--- src/rtl/id_ex_stage_pkg.sv ---
// Shared constants for the ID/EX stage: forward selects, writeback selects and ALU op codes.
package id_ex_stage_pkg;

    localparam logic [1:0] FWD_NONE = 2'b00;
    localparam logic [1:0] FWD_WB   = 2'b01;
    localparam logic [1:0] FWD_MEM  = 2'b10;

    localparam logic [1:0] WBSEL_DMEM = 2'b00;
    localparam logic [1:0] WBSEL_ALU  = 2'b01;
    localparam logic [1:0] WBSEL_PC4  = 2'b10;

    typedef enum logic [3:0] {
        ALU_ADD   = 4'b0000,
        ALU_SUB   = 4'b0001,
        ALU_SLL   = 4'b0010,
        ALU_SLT   = 4'b0011,
        ALU_SLTU  = 4'b0100,
        ALU_XOR   = 4'b0101,
        ALU_SRL   = 4'b0110,
        ALU_SRA   = 4'b0111,
        ALU_OR    = 4'b1000,
        ALU_AND   = 4'b1001,
        ALU_COPYA = 4'b1010,
        ALU_PASSB = 4'b1011
    } alu_op_e;

    // MEM is the younger producer, so its value wins over WB.
    function automatic logic [1:0] fwd_pick(input logic mem_hit, input logic wb_hit);
        if (mem_hit)
            return FWD_MEM;
        else if (wb_hit)
            return FWD_WB;
        else
            return FWD_NONE;
    endfunction

endpackage

--- src/rtl/id_ex_stage_fwd_sel.sv ---
// Per-operand forward select: picks MEM, WB or the register-file value for one EX source.
module fwd_sel
    import id_ex_stage_pkg::*;
#(
    parameter int RA_W = 5
) (
    input  logic [RA_W-1:0] i_ex_rs,
    input  logic            i_gate,
    input  logic [RA_W-1:0] i_mem_rd,
    input  logic            i_mem_regwen,
    input  logic [RA_W-1:0] i_wb_rd,
    input  logic            i_wb_regwen,
    output logic [1:0]      o_sel
);

    logic w_mem_hit;
    logic w_wb_hit;

    // x0 is hard-wired zero, so a write to it is never a real producer.
    assign w_mem_hit = i_mem_regwen && (i_mem_rd != '0) && (i_mem_rd == i_ex_rs);
    assign w_wb_hit  = i_wb_regwen  && (i_wb_rd  != '0) && (i_wb_rd  == i_ex_rs);

    always_comb begin
        o_sel = FWD_NONE;
        if (i_gate)
            o_sel = fwd_pick(w_mem_hit, w_wb_hit);
    end

endmodule

--- src/rtl/id_ex_stage.sv ---
// ID/EX pipeline register with forwarding selects and load-use bubble insertion.
// Defining ID_EX_PERF_EN adds the perf_stall_cnt / perf_flush_cnt counters.
module id_ex_stage
    import id_ex_stage_pkg::*;
#(
    parameter int XLEN = 32,
    parameter int RA_W = 5,
    parameter int OP_W = 4
) (
    input  logic            clk,
    input  logic            rst,
    input  logic            id_valid,
    input  logic [XLEN-1:0] id_pc,
    input  logic [XLEN-1:0] id_rdata1,
    input  logic [XLEN-1:0] id_rdata2,
    input  logic [XLEN-1:0] id_imm,
    input  logic [RA_W-1:0] id_rs1,
    input  logic [RA_W-1:0] id_rs2,
    input  logic [RA_W-1:0] id_rd,
    input  logic            id_use_rs1,
    input  logic            id_use_rs2,
    input  logic            id_asel,
    input  logic            id_bsel,
    input  logic [OP_W-1:0] id_alu_op,
    input  logic [1:0]      id_wbsel,
    input  logic            id_regwen,
    input  logic            id_memrd,
    input  logic            id_memwr,
    input  logic            hold,
    input  logic            flush,
    input  logic [RA_W-1:0] mem_rd,
    input  logic [RA_W-1:0] wb_rd,
    input  logic            mem_regwen,
    input  logic            wb_regwen,
    output logic            stall_o,
    output logic            ex_valid,
    output logic [XLEN-1:0] ex_pc,
    output logic [XLEN-1:0] ex_rdata1,
    output logic [XLEN-1:0] ex_rdata2,
    output logic [XLEN-1:0] ex_imm,
    output logic [RA_W-1:0] ex_rs1,
    output logic [RA_W-1:0] ex_rs2,
    output logic [RA_W-1:0] ex_rd,
    output logic            ex_asel,
    output logic            ex_bsel,
    output logic [OP_W-1:0] ex_alu_op,
    output logic [1:0]      ex_wbsel,
    output logic            ex_regwen,
    output logic            ex_memrd,
    output logic            ex_memwr,
    output logic [1:0]      forward_a,
    output logic [1:0]      forward_b,
    output logic [1:0]      ex_store_fwd
`ifdef ID_EX_PERF_EN
    ,
    output logic [31:0]     perf_stall_cnt,
    output logic [31:0]     perf_flush_cnt
`endif
);

    typedef struct packed {
        logic            valid;
        logic [XLEN-1:0] pc;
        logic [XLEN-1:0] rdata1;
        logic [XLEN-1:0] rdata2;
        logic [XLEN-1:0] imm;
        logic [RA_W-1:0] rs1;
        logic [RA_W-1:0] rs2;
        logic [RA_W-1:0] rd;
        logic            asel;
        logic            bsel;
        logic [OP_W-1:0] alu_op;
        logic [1:0]      wbsel;
        logic            regwen;
        logic            memrd;
        logic            memwr;
    } slot_t;

    slot_t r_ex;
    slot_t w_load;
    logic  w_stall;
    logic  w_rs1_dep;
    logic  w_rs2_dep;

    // An invalid decode slot is captured as a bubble: side-effect enables are cleared.
    always_comb begin
        w_load        = '0;
        w_load.valid  = id_valid;
        w_load.pc     = id_pc;
        w_load.rdata1 = id_rdata1;
        w_load.rdata2 = id_rdata2;
        w_load.imm    = id_imm;
        w_load.rs1    = id_rs1;
        w_load.rs2    = id_rs2;
        w_load.rd     = id_rd;
        w_load.asel   = id_asel;
        w_load.bsel   = id_bsel;
        w_load.alu_op = id_alu_op;
        w_load.wbsel  = id_wbsel;
        w_load.regwen = id_regwen && id_valid;
        w_load.memrd  = id_memrd  && id_valid;
        w_load.memwr  = id_memwr  && id_valid;
    end

    assign w_rs1_dep = id_use_rs1 && (id_rs1 == r_ex.rd);
    assign w_rs2_dep = id_use_rs2 && (id_rs2 == r_ex.rd);
    assign w_stall   = r_ex.valid && r_ex.memrd && (r_ex.rd != '0) &&
                       (w_rs1_dep || w_rs2_dep) && id_valid && !flush;
    assign stall_o   = w_stall;

    // A flush outranks hold so a taken branch can never leave a stale op frozen in EX.
    always_ff @(posedge clk or posedge rst) begin
        if (rst)
            r_ex <= '0;
        else if (flush)
            r_ex <= '0;
        else if (hold)
            r_ex <= r_ex;
        else if (w_stall)
            r_ex <= '0;
        else
            r_ex <= w_load;
    end

    assign ex_valid  = r_ex.valid;
    assign ex_pc     = r_ex.pc;
    assign ex_rdata1 = r_ex.rdata1;
    assign ex_rdata2 = r_ex.rdata2;
    assign ex_imm    = r_ex.imm;
    assign ex_rs1    = r_ex.rs1;
    assign ex_rs2    = r_ex.rs2;
    assign ex_rd     = r_ex.rd;
    assign ex_asel   = r_ex.asel;
    assign ex_bsel   = r_ex.bsel;
    assign ex_alu_op = r_ex.alu_op;
    assign ex_wbsel  = r_ex.wbsel;
    assign ex_regwen = r_ex.regwen;
    assign ex_memrd  = r_ex.memrd;
    assign ex_memwr  = r_ex.memwr;

    // PC/imm operands must never be overridden, hence the asel/bsel gating.
    fwd_sel #(.RA_W(RA_W)) u_fwd_a (
        .i_ex_rs      (r_ex.rs1),
        .i_gate       (r_ex.valid && !r_ex.asel),
        .i_mem_rd     (mem_rd),
        .i_mem_regwen (mem_regwen),
        .i_wb_rd      (wb_rd),
        .i_wb_regwen  (wb_regwen),
        .o_sel        (forward_a)
    );

    fwd_sel #(.RA_W(RA_W)) u_fwd_b (
        .i_ex_rs      (r_ex.rs2),
        .i_gate       (r_ex.valid && !r_ex.bsel),
        .i_mem_rd     (mem_rd),
        .i_mem_regwen (mem_regwen),
        .i_wb_rd      (wb_rd),
        .i_wb_regwen  (wb_regwen),
        .o_sel        (forward_b)
    );

    fwd_sel #(.RA_W(RA_W)) u_fwd_store (
        .i_ex_rs      (r_ex.rs2),
        .i_gate       (r_ex.valid && r_ex.memwr),
        .i_mem_rd     (mem_rd),
        .i_mem_regwen (mem_regwen),
        .i_wb_rd      (wb_rd),
        .i_wb_regwen  (wb_regwen),
        .o_sel        (ex_store_fwd)
    );

`ifdef ID_EX_PERF_EN
    logic [31:0] r_stall_cnt;
    logic [31:0] r_flush_cnt;

    // A stall only costs a cycle when the bubble actually lands, i.e. not while held.
    always_ff @(posedge clk or posedge rst) begin
        if (rst) begin
            r_stall_cnt <= '0;
            r_flush_cnt <= '0;
        end else begin
            if (flush)
                r_flush_cnt <= r_flush_cnt + 32'd1;
            if (!hold && w_stall)
                r_stall_cnt <= r_stall_cnt + 32'd1;
        end
    end

    assign perf_stall_cnt = r_stall_cnt;
    assign perf_flush_cnt = r_flush_cnt;
`endif

endmodule

--- config.mk ---
export PLATFORM = sky130hd
export DESIGN_NAME = id_ex_stage
export DESIGN_NICKNAME = d
export VERILOG_FILES = /design/src/rtl/id_ex_stage_pkg.sv /design/src/rtl/id_ex_stage_fwd_sel.sv /design/src/rtl/id_ex_stage.sv
export SDC_FILE = /design/constraint.sdc
export NUM_CORES = 1
export LEC_CHECK = 0
export CORE_MARGIN = 2
export CORE_UTILIZATION = 30
export CTS_CLUSTER_DIAMETER = 30
export CTS_CLUSTER_SIZE = 16
export DETAILED_ROUTE_END_ITERATION = 8
export PLACE_DENSITY = 0.68
export SYNTH_ARGS = -nofsm -noshare
export SYNTH_HDL_FRONTEND = slang
export SYNTH_HIERARCHICAL = 1
export SYNTH_SLANG_ARGS = --single-unit
--- constraint.sdc ---
create_clock -name clk -period 7.4 [get_ports clk]
set_input_delay 2.22 -clock clk [delete_from_list [all_inputs] [get_ports clk]]
set_output_delay 2.22 -clock clk [all_outputs]
set_load 0.03 [all_outputs]
==> run metrics, run 1 <==
WP buf/inv=2; final setup vio count=0; final core utilization=44.3%; Critical Path Fanout Max=6; vias per inst=around 5.5; Leak=between 4 and 5 nW; R2R cell count=5; relative slew slack=30.4%; register area=0.00388 sq mm; crit-path cells=clkdlybuf4s50_1, nor4_1, o21ai_0, nand4_1, nor3_2, clkdlybuf4s50_1; multi-input logic area=~0.0044 sq mm; fraction of the mapped netlist area in simple logic gates=a little under a fifth; Max Fclk=approximately 160 MHz; element type at the critical path end=primary output; IO buf count=about 330; main combinational cell family by area after synthesis=compound AO/OA/AOI/OAI gates; setup_tns=0 ns; max-cap violations=0; wire per inst=between 20 and 25 microns; Pre-Repair DR Iteration Count=5; fillers=2,899; clock sinks=~160; later-pin clock latency in the skew report=~0.43 ns; die area=0.0315 sq mm; r2r startpoint=ex_rd[0]$_DFFE_PP0P_; largest net degree at the start of global routing=between 150 and 200; Vias=between 9k and 10k; DRC=0; prevailing post-synth register cell=dfrtp_1; Initial Util=just over 30%; RSZ-0062 raised after global routing=false; CTS Buffer Depth=2; syn nets=around 1.1k; Die X=approximately 180 microns; critical path startpoint category=input pin; design area=between 0.01 and 0.015 sq mm; Final #Nets=approximately 1.4k; Ys Warns=6; Post-Syn Area=0.00904 sq mm; HP Start=ex_imm[20]$_DFFE_PP0P_; Setup WS pre-CTS=0.992 ns; GRT Overall Usage=approximately a fifth; fraction of registers with async set/reset=100%; Post-DRT Antenna Nets=0; Root Driver=clkbuf_16; CTS tree=done; Final Skew=about 0.016 ns; arrival time at the worst endpoint=between 4 and 5 ns; Post-Synth XOR/XNOR Area=between 3 and 4%; kind of critical path=in -> out; CTS H-Tree Depth=4; adder-cell share of the synthesized area=0%; hold worst-path end=ex_imm[20]$_DFFE_PP0P_; CP top delay family=buffers and inverters; core area=0.0296 sq mm; Placed Area=roughly 0.013 sq mm; P&R area growth vs syn=45.3%; layout cell share with drive strength beyond 1=under 10%; pwr dens=roughly 200 mW/mm^2; WP data required=approximately 5.2 ns; # resized after CTS=0; Routed WL=33.2 mm; initial antenna violation count=2; commonest non-fill, non-tap cell in the layout=clkdlybuf4s50_1; min-delay worst type=reg -> reg; most frequent cells in the layout=332 x clkdlybuf4s50_1, 155 x dfrtp_1, 151 x nor3b_1, 88 x inv_1, 88 x a32oi_1; CTS Hold Bufs=0; synth unique cells=28; Crit-path slowest cell=clkdlybuf4s50_1; crit-path most repeated cell=clkdlybuf4s50_1; Detailed Place HPWL=roughly 20 mm; number of flops mapped to enable cells by yosys=0; post-synthesis compound-gate area fraction=26.4%; final hold viol count=0; global-route wire length before repair=just over 50 mm; multiplexer area fraction after synthesis=0%; vias in the first global route=approximately 8.7k; Slew @ Worst Pin=~1.0 ns; Cells after Synth=slightly below 1k; gr ovfl total=0; routability cong.=0.895; Max IR drop VDD=between 0.1 and 0.15 mV; hold depth=2; fin crit period=6.43 ns; Clock transition at path regs=roughly 0.07 ns; Ports=335; outcome=finished clean; #FFs+latches synth=approximately 160; final worst slack=about 0.97 ns; Initial DRC Count=between 600 and 700; row count=between 60 and 70; Post-CTS Setup Inserts=0; period utilisation layout=between 80% and 90%; CP peak stage delay=around 0.70 ns; Die Ht=about 180 microns; sequential cell area fraction in the yosys report=a little over two fifths; CTS Buf Count=17; Final Max Slew Viols=0; average size of a mapped cell=around 9.3 sq um; Reg-to-Reg End=ex_pc[6]$_DFFE_PP0P_; flop2flop setup slack=4.91 ns
[per-layer routing]
metal / up-vias / GRT usage (%) / part of all wire (%) / wire length (microns)
met2: 379 / 32.2 / 47 / 15700
met1: 4432 / 27.1 / 43 / 14200
met5: - / 0 / 0 / 0
met4: 0 / 6.01 / 1.8 / 582
li1: 4152 / - / - / -
met3: 38 / 5.85 / 8.0 / 2670
[worst reg2reg max path, delay by kind of cell (launching register included)]
kind / cells / cell delay, ns
AO/OA/AOI/OAI: 2 / 0.76
AND/OR/NAND/NOR: 2 / 0.73
buffers and inverters: 1 / 0.49
flip-flops: 1 / 0.47
[area by class of cell]
cell class	instances	area share, %
flip-flops and latches	155	29.5
inverters	90	2.61
well taps	390	3.71
multi-input cells	615	33.2
diodes	2	0.0381
clock inverters	13	1.10
repair buffers	347	26.4
clock buffers	19	3.45
[worst max-delay path by stage]
stage	startpoint	to	slack, ns	cells after the start
3_3_place_gp	mem_rd[3]	forward_a[1]	1.02	6
3_5_place_dp	mem_rd[3]	ex_store_fwd[0]	0.99	6
6_report	wb_rd[0]	ex_store_fwd[0]	0.97	6
5_1_grt	wb_rd[0]	forward_b[0]	0.91	6
4_1_cts	mem_rd[3]	ex_store_fwd[0]	0.98	6
2_1_floorplan	rst	ex_alu_op[0]$_DFFE_PP0P_	1.00	1
[cell usage after synthesis, drive strengths merged (3+ instances only)]
library cell,n,share of area (%)
and2,4,0.28
xor2,9,0.87
a32oi,88,8.5
clkbuf,86,3.6
nand2,75,3.1
inv,90,3.7
o21ai,94,5.2
or2,3,0.21
buf,29,1.9
and4,3,0.29
o221ai,67,6.5
o2111ai,4,0.46
nand4,5,0.35
nor3b,151,13
dfrtp,155,43
xnor2,25,2.4
nor3,6,0.50
a22oi,67,5.6
nor4,6,0.42
nor2b,6,0.42
[sequential cells by signal (all words and copies together) (netlist names)]
register and cells:
ex_alu_op 4, ex_asel 1, ex_bsel 1, ex_imm 32, ex_memrd 1, ex_memwr 1
ex_pc 32, ex_rd 5, ex_rdata1 32, ex_rdata2 32, ex_regwen 1, ex_rs1 5
ex_rs2 5, ex_valid 1, ex_wbsel 2
[power by group]
group | total [mW] | switching (mW) | internal [mW]
Combinational | 0.744 | 0.428 | 0.316
Sequential | 0.996 | 0.0684 | 0.928
Clock | 0.917 | 0.417 | 0.500
Total | 2.66 | 0.914 | 1.74
[cells by family after synthesis]
group	count (synthesis)
AOI/OAI and AO/OA	321
and+or+nand+nor	260
buffers and inverters	205
DFF	155
xor gates and xnor gates	34
[per-stage QoR]
stage          cells  hold WS (ns)  power [mW]
4_1_cts         1629         0.521        2.69
3_5_place_dp    1597         0.504        1.76
3_3_place_gp    1597         0.476        1.75
5_1_grt         1630         0.546        2.78
2_1_floorplan    975         0.672        1.40
6_report        1631         0.520        2.66
No activity file was read; power rests on OpenSTA's default activity.
==> run 2: changes to the inputs <==
--- a/config.mk
+++ b/config.mk
@@ -10,6 +10,7 @@
 export CTS_CLUSTER_DIAMETER = 30
 export CTS_CLUSTER_SIZE = 16
 export DETAILED_ROUTE_END_ITERATION = 8
+export MAX_ROUTING_LAYER = met4
 export PLACE_DENSITY = 0.68
 export SYNTH_ARGS = -nofsm -noshare
 export SYNTH_HDL_FRONTEND = slang
==> run metrics, run 2 (same netlist as run 1, synthesis figures left out) <==
outcome=finished clean; die area=0.0315 sq mm (unchanged); setup_tns=0 ns (unchanged); later-pin clock latency in the skew report=0.43 ns (about the same); CTS Buf Count=17 (unchanged); RSZ-0062 raised after global routing=false; critical path startpoint category=input pin; Placed Area=0.0125 sq mm (unchanged); arrival time at the worst endpoint=4.23 ns (+0.02 ns); Detailed Place HPWL=19.9 mm (unchanged); Cell Count Post-Placement=1,597 (unchanged); largest net degree at the start of global routing=156 (unchanged); kind of critical path=in -> out; Initial Util=30.5% (unchanged); CTS Buffer Depth=2 (unchanged); WP data required=5.18 ns (about the same); CTS H-Tree Depth=4 (unchanged); # resized after CTS=0 (unchanged); min-delay worst type=reg -> reg; non-filler instance count after layout=1,631 (unchanged); Setup WS pre-CTS=0.992 ns (unchanged); final core utilization=44.3% (unchanged); Final Max Slew Viols=0 (unchanged); core area=0.0296 sq mm (unchanged); period utilisation layout=87.1% (+0.20 points); Max Fclk=155 MHz (-0.23%); final setup vio count=0 (unchanged); relative slew slack=29.6% (-0.77 points); Slew @ Worst Pin=1.06 ns (+0.0116 ns); Critical Path Fanout Max=6 (unchanged); global-route wire length before repair=50.9 mm (-0.35%); final worst slack=0.953 ns (-0.0146 ns); CTS Hold Bufs=0 (unchanged); Ports=335 (unchanged); Final #Nets=1,399 (unchanged); commonest non-fill, non-tap cell in the layout=clkdlybuf4s50_1; IO buf count=334 (unchanged); Clock power frac=34.5% (about the same); Net Sw Frac=34.4% (about the same); most frequent cells in the layout=332 x clkdlybuf4s50_1, 155 x dfrtp_1, 151 x nor3b_1, 88 x inv_1, 88 x a32oi_1; gr ovfl total=0 (unchanged); layout cell share with drive strength beyond 1=4.60% (unchanged); routability cong.=0.910 (+1.7%); initial antenna violation count=2 (unchanged); Die Ht=178 microns (unchanged); Power Total=2.66 mW (about the same); Pre-Repair DR Iteration Count=9 (+4); fillers=2,899 (unchanged); fin crit period=6.45 ns (+0.0146 ns); Root Driver=clkbuf_16; max-cap violations=0 (unchanged); wire per inst=20.4 microns (+0.23%); final hold viol count=0 (unchanged); internal power=1.74 mW (about the same); Die X=178 microns (unchanged); Post-DRT Antenna Nets=0 (unchanged); Logic pwr share=28.0% (about the same); pwr dens=202 mW/mm^2 (about the same); CTS tree=done; Leak=4.90 nW (unchanged); Net Switching=0.914 mW (about the same); HP Start=ex_memwr$_DFFE_PP0P_; Max IR drop VDD=0.137 mV (+0.78%); Routed WL=33.2 mm (+0.23%); Reg power frac=37.5% (about the same); clock sinks=155 (unchanged); GRT Overall Usage=21.0% (+0.56 points); r2r startpoint=ex_rd[4]$_DFFE_PP0P_; Initial DRC Count=625 (-6.6%); Final Skew=0.0150 ns (-0.00147 ns); crit path launch=wb_rd[0]; P&R area growth vs syn=45.3% (unchanged); design area=0.0131 sq mm (unchanged); vias per inst=5.53 (+0.23%); Hold Worst Slack=0.516 ns (-0.00365 ns); vias in the first global route=8,730 (+0.34%); row count=63 (unchanged); element type at the critical path end=primary output; DRC=0 (unchanged); Vias=9,022 (+0.23%); Post-CTS Setup Inserts=0 (unchanged); Clock transition at path regs=0.06 ns (about the same)
-- run 2: power groups by stage --
| stage | clock network, mW | logic (mW) | registers [mW] |
|---|---|---|---|
| after floorplan | 0 | 0.239 | 1.16 |
| after global placement | 0 | 0.741 | 1.01 |
| after detailed placement | 0 | 0.747 | 1.01 |
| after CTS | 0.948 | 0.750 | 0.996 |
| after global routing | 0.985 | 0.791 | 1.01 |
| final | 0.916 | 0.744 | 0.997 |
-- run 2: worst paths after layout --
kind,to,slack (ns),depth (start not counted)
max in group asynchronous,ex_imm[25]$_DFFE_PP0P_,3.98,3
setup reg to reg,ex_imm[25]$_DFFE_PP0P_,4.89,5
hold / removal,ex_memwr$_DFFE_PP0P_,0.52,2
setup / recovery,ex_store_fwd[0],0.95,6
min in group asynchronous,ex_rdata2[14]$_DFFE_PP0P_,2.30,2
hold reg to reg,ex_memwr$_DFFE_PP0P_,0.52,2
-- run 2: routing by layer --
layer	global-route usage [%]	part of all wire, %	wire length (microns)	up-vias
li1	-	-	-	4156
met1	27.4	43	14400	4433
met2	32.4	47	15700	400
met3	4.91	7.6	2530	33
met4	6.01	1.7	556	0
met5	-	0	0	-
-- run 2: critical path, stage by stage --
cell and delay (ns):
clkdlybuf4s50_1 0.67, nor4_1 0.12, o21ai_0 0.22, nand4_1 0.13
nor3_2 0.17, clkdlybuf4s50_1 0.70
-- run 2: layout make-up --
type	count	area, sq um	share of cell area, %
Timing Repair Buffer	347	3460	26.4
Sequential cell	155	3880	29.5
Clock buffer	19	453	3.45
Multi-Input combinational cell	615	4360	33.2
Antenna cell	2	5.00	0.0381
Inverter	90	343	2.61
Tap cell	390	488	3.71
Clock inverter	13	145	1.10
